===== src/rtl/mux_2to1.sv =====
// mux_2to1: registered, flow-controlled 2:1 stream selector (a/b -> s, chosen by sel).
// Latency 1 clock from input handshake to s/s_valid; throughput 1 word/cycle with s_ready high.
// Backpressure: the output register loads when empty or being drained; only the selected input sees ready.
// Ports: clk, rst (async active-high); a/a_valid/a_ready and b/b_valid/b_ready inputs; sel (0=A, 1=B);
//        s/s_valid/s_ready output; sw_count (8-bit) only when MUX_2TO1_SWCNT_EN is defined.
// Optional feature macro: MUX_2TO1_SWCNT_EN adds a saturating source-switch counter.
module mux_2to1 #(
  parameter int WIDTH = 1
) (
  input  logic             clk,
  input  logic             rst,
  input  logic [WIDTH-1:0] a,
  input  logic             a_valid,
  output logic             a_ready,
  input  logic [WIDTH-1:0] b,
  input  logic             b_valid,
  output logic             b_ready,
  input  logic             sel,
  output logic [WIDTH-1:0] s,
  output logic             s_valid,
  input  logic             s_ready
`ifdef MUX_2TO1_SWCNT_EN
  ,
  output logic [7:0]       sw_count
`endif
);

  logic             w_ld;
  logic             w_sel_valid;
  logic [WIDTH-1:0] w_sel_dat;
  logic [WIDTH-1:0] r_s;
  logic             r_s_valid;

  // The output slot can take a new word when it is empty or is being drained this cycle.
  assign w_ld        = !r_s_valid || s_ready;
  assign w_sel_valid = sel ? b_valid : a_valid;
  assign w_sel_dat   = sel ? b : a;

  // The unselected source never sees ready, so it is never consumed.
  assign a_ready = w_ld && !sel;
  assign b_ready = w_ld && sel;

  // Data loads even when the selected source is idle, so s stays deterministic.
  always_ff @(posedge clk or posedge rst) begin
    if (rst) begin
      r_s       <= '0;
      r_s_valid <= 1'b0;
    end else if (w_ld) begin
      r_s       <= w_sel_dat;
      r_s_valid <= w_sel_valid;
    end
  end

  assign s       = r_s;
  assign s_valid = r_s_valid;

`ifdef MUX_2TO1_SWCNT_EN
  logic       r_have_last;
  logic       r_last_sel;
  logic [7:0] r_sw_count;

  // r_have_last keeps the first valid load after reset from counting as a switch.
  always_ff @(posedge clk or posedge rst) begin
    if (rst) begin
      r_have_last <= 1'b0;
      r_last_sel  <= 1'b0;
      r_sw_count  <= 8'd0;
    end else if (w_ld && w_sel_valid) begin
      r_have_last <= 1'b1;
      r_last_sel  <= sel;
      if (r_have_last && (sel != r_last_sel) && (r_sw_count != 8'hFF)) begin
        r_sw_count <= r_sw_count + 8'd1;
      end
    end
  end

  assign sw_count = r_sw_count;
`endif

endmodule


===== config.mk =====
export PLATFORM = sky130hd
export DESIGN_NAME = mux_2to1
export DESIGN_NICKNAME = d
export VERILOG_FILES = /design/src/rtl/mux_2to1.sv
export SDC_FILE = /design/constraint.sdc
export NUM_CORES = 1
export LEC_CHECK = 0
export BUFFER_PORTS_ARGS = -buffer_cell sky130_fd_sc_hd__clkbuf_2
export CAP_MARGIN = 25
export CORE_AREA = 5 5 42 44
export DETAILED_ROUTE_END_ITERATION = 6
export DIE_AREA = 0 0 47 49
export PLACE_DENSITY = 0.32
export SLEW_MARGIN = 20
export SYNTH_ARGS = -nofsm -noshare
export SYNTH_HDL_FRONTEND = slang
export SYNTH_SLANG_ARGS = --single-unit

===== constraint.sdc =====
create_clock -name clk -period 1.1 [get_ports clk]
set_input_delay 0.165 -clock clk [delete_from_list [all_inputs] [get_ports clk]]
set_output_delay 0.165 -clock clk [all_outputs]
set_load 0.01 [all_outputs]

==> run_results.csv <==
group,metric,value,unit
routing,drt.antenna.violating_nets,0,
die,core-area,0.00140,mm2
setup_path,cp_slowest_cell,"sky130_fd_sc_hd__dfrtp_1",
routing,post-route-drc-count,0,
cts,clkTransAtPathRegs,30,ps
routing,drt-wirelength-per-cell,9.14,um
routing,avgViaCountPerCell,3.02,
setup_path,arrival_worst_endpoint,960,ps
power_and_ir_drop,totalPowerFinal,0.334,mW
status,violations,"negative setup slack",
run,max_cap_violations,0,
setup_path,crit-reg2reg-capture,"s",
cells_and_area,fin_nets,38,
cells_and_area,instances_no_fill,44,
yosys,synth_seq_area_share,43.0,%
cells_and_area,mostFrequentLayoutCell,"sky130_fd_sc_hd__clkbuf_2",
die,die-width,47,um
power_and_ir_drop,vdd.ir_drop.worst,0.000292,V
yosys,synthesis_warning_total,0,
die,io-pin-count,12,
routing,initial_drc_count,0,
cells_and_area,areaGrowthSynthToFinish,124,%
yosys,synth.net_count,18,
cts,clk-insertion-delay-late,220,ps
setup_path,reg2reg_from,"s_valid",
timing,fin_crit_sh,103,%
setup_path,timing.critical_path.cells,"nand2b_1 -> and2b_2 -> buf_6",
cells_and_area,stdcell_area,260,um2
yosys,post-synth-top-area-cell,"sky130_fd_sc_hd__dfrtp_1",
status,outcome,"finished with violations",
die,fp.dieH,49,um
setup_path,worst_ep_required_time,940,ps
timing,max_clock_freq,886,MHz
timing,maxSlewHeadroom,91.1,%
cts,tritoncts_clock_tree,"yes",
routing,routed-via-count,133,
timing,tmin_final,1130,ps
cells_and_area,final_cell_mix,"sky130_fd_sc_hd__clkbuf_2 (9), sky130_fd_sc_hd__clkbuf_4 (3), sky130_fd_sc_hd__buf_4 (3)",
cts,clock_path_buffers,2,
global_routing,first_pass_grt_wire_length,524,um
cells_and_area,antennaDiodeCount,0,
die,initial_utilization,8.30,%
timing,clock_skew,2.05,ps
cts,cts.htree.levels,1,
yosys,combined_area_of_all_synthesized_cells,116,um2
cells_and_area,drive_gt1_share,71.4,%
setup_path,worst_path_maximum_fanout,3,
yosys,netlist.area_leader.share,43.0,%
cts,clock-root-buffer,"sky130_fd_sc_hd__clkbuf_4",
timing,slew_violations,0,
setup_path,worstSetupPathType,"flip-flop to output pin",
global_routing,track_usage,4.08,%
routing,drt-total-wl,402,um
die,core.rowCount,14,
yosys,syn-mean-instance-area,11.6,um2
timing,final_critical_path_setup_slack,-28.5,ps
yosys,netlist_top_cells_area,"sky130_fd_sc_hd__dfrtp_1 (43%), sky130_fd_sc_hd__mux2_4 (13%), sky130_fd_sc_hd__mux2_1 (9.7%)",
yosys,synth.distinct_cells,9,
power_and_ir_drop,power.density,1290,mW/mm2
setup_path,crit_path_start_kind,"flip-flop",
global_routing,grt_overflow,0,
cts,cts_sinks,2,
setup_path,endpoint_kind,"output pin",
place,placed_cells_incl_taps,37,
yosys,synthesis.instances,10,
timing,tightest_slew,130,ps
worst_hold_path,worstHoldPathType,"primary input to flip-flop",
cells_and_area,postLayoutCoreUtil,18.6,%
place,port_buffers,11,
routing,firstDrtPassIters,1,
timing,hold_viol_final,0,
setup_path,cpPeakStageDelay,330,ps
yosys,synth.ff_latch_count,2,
worst_hold_path,whs_path_depth,3,
timing,setup_viol,2,
timing,grt_setup_unrepaired,"true",
setup_path,setup.worst_path.end,"a_ready",
timing,setup_tns,-39.3,ps
cts,cts-buffers-inserted,3,
setup_path,startpoint,"s_valid",
power_and_ir_drop,power.static_leakage,0.142,nW
setup_path,r2r.worst_path.cells,3,
worst_hold_path,min-delay-start,"a_valid",
place,placement.cell_area,191,um2
global_routing,antenna_found_initial,0,
setup_path,timing.reg2reg.setup_slack,90,ps
global_routing,grt_max_degree,5,
global_routing,grt_pass1_vias,139,
place,gp_congestion,0.798,
die,die_area,0.00230,mm2
[cell families (layout without fill, tap and decap cells)]
| logic type | Yosys count | count (layout) | share of synthesized area [%] |
|---|---|---|---|
| simple gates | 4 | 4 | 22.6 |
| mux | 3 | 3 | 31.2 |
| flops | 2 | 2 | 43.0 |
| buf+inv | 1 | 19 | 3.22 |
[routing by layer]
layer / share of wire, % / up-vias / track usage [%] / wire [um]
met1: 37 / 52 / 4.18 / 150
li1: - / 69 / - / -
met3: 24 / 0 / 4.43 / 96
met5: 0 / - / 0 / 0
met2: 39 / 12 / 3.39 / 155
met4: 0 / 0 / 5.53 / 0
[what timing repair did]
| item | 4_1_cts | 5_1_grt |
|---|---|---|
| setup buffers | 3 | 1 |
| setup endpoints to repair | 2 | 3 |
| hold buffers | 1 | 0 |
| endpoints found under the hold margin | 2 | 0 |
| gates resized for setup | 0 | 5 |
| pin swaps | 0 | 1 |
[sequential cells by signal, summed over array words and instances (netlist names)]
| signal | cells |
|---|---|
| s | 1 |
| s_valid | 1 |
[layout make-up]
class	instances	area [um2]
flip-flops and latches	2	50.0
repair buffers	15	100
multi-input cells	7	63.8
fillers	159	1140
clock buffers	3	22.5
well taps	16	20.0
inverters	1	3.75
[cells in the mapped netlist]
cell type and n:
sky130_fd_sc_hd__and2b_2 1, sky130_fd_sc_hd__mux2i_1 1, sky130_fd_sc_hd__mux2_1 1, sky130_fd_sc_hd__mux2_4 1, sky130_fd_sc_hd__nand2_1 1, sky130_fd_sc_hd__dfrtp_1 2, sky130_fd_sc_hd__and2_2 1, sky130_fd_sc_hd__inv_1 1
sky130_fd_sc_hd__nand2b_1 1
[per-stage QoR]
stage               hold WS (ps)  worst slack (ps)
floorplan                  -93.8               151
global placement           0.750               104
detailed placement          1.59              81.3
CTS                          168             -12.3
global route                 186             -77.3
finish                       172             -28.5
[worst max-delay path, delay by kind of cell, from the launching register on]
family / cells / cell delay [ps]
buffers and inverters: 1 / 110
flip-flops: 1 / 330
AND/OR/NAND/NOR: 2 / 300
[where the power goes]
part | internal (mW) | total, mW | switching, mW
combinational | 0.0558 | 0.0873 | 0.0314
clock | 0.120 | 0.160 | 0.0401
sequential | 0.0825 | 0.0868 | 0.00431
total | 0.259 | 0.334 | 0.0759
[worst min-delay path by stage]
| stage | to | slack [ps] |
|---|---|---|
| CTS | s_valid | 170 |
| global placement | s | 0.7 |
| floorplan | s | -90 |
| detailed placement | s_valid | 2 |
| global route | s_valid | 190 |
| finish | s_valid | 170 |
(Power assumes the default switching activity.)
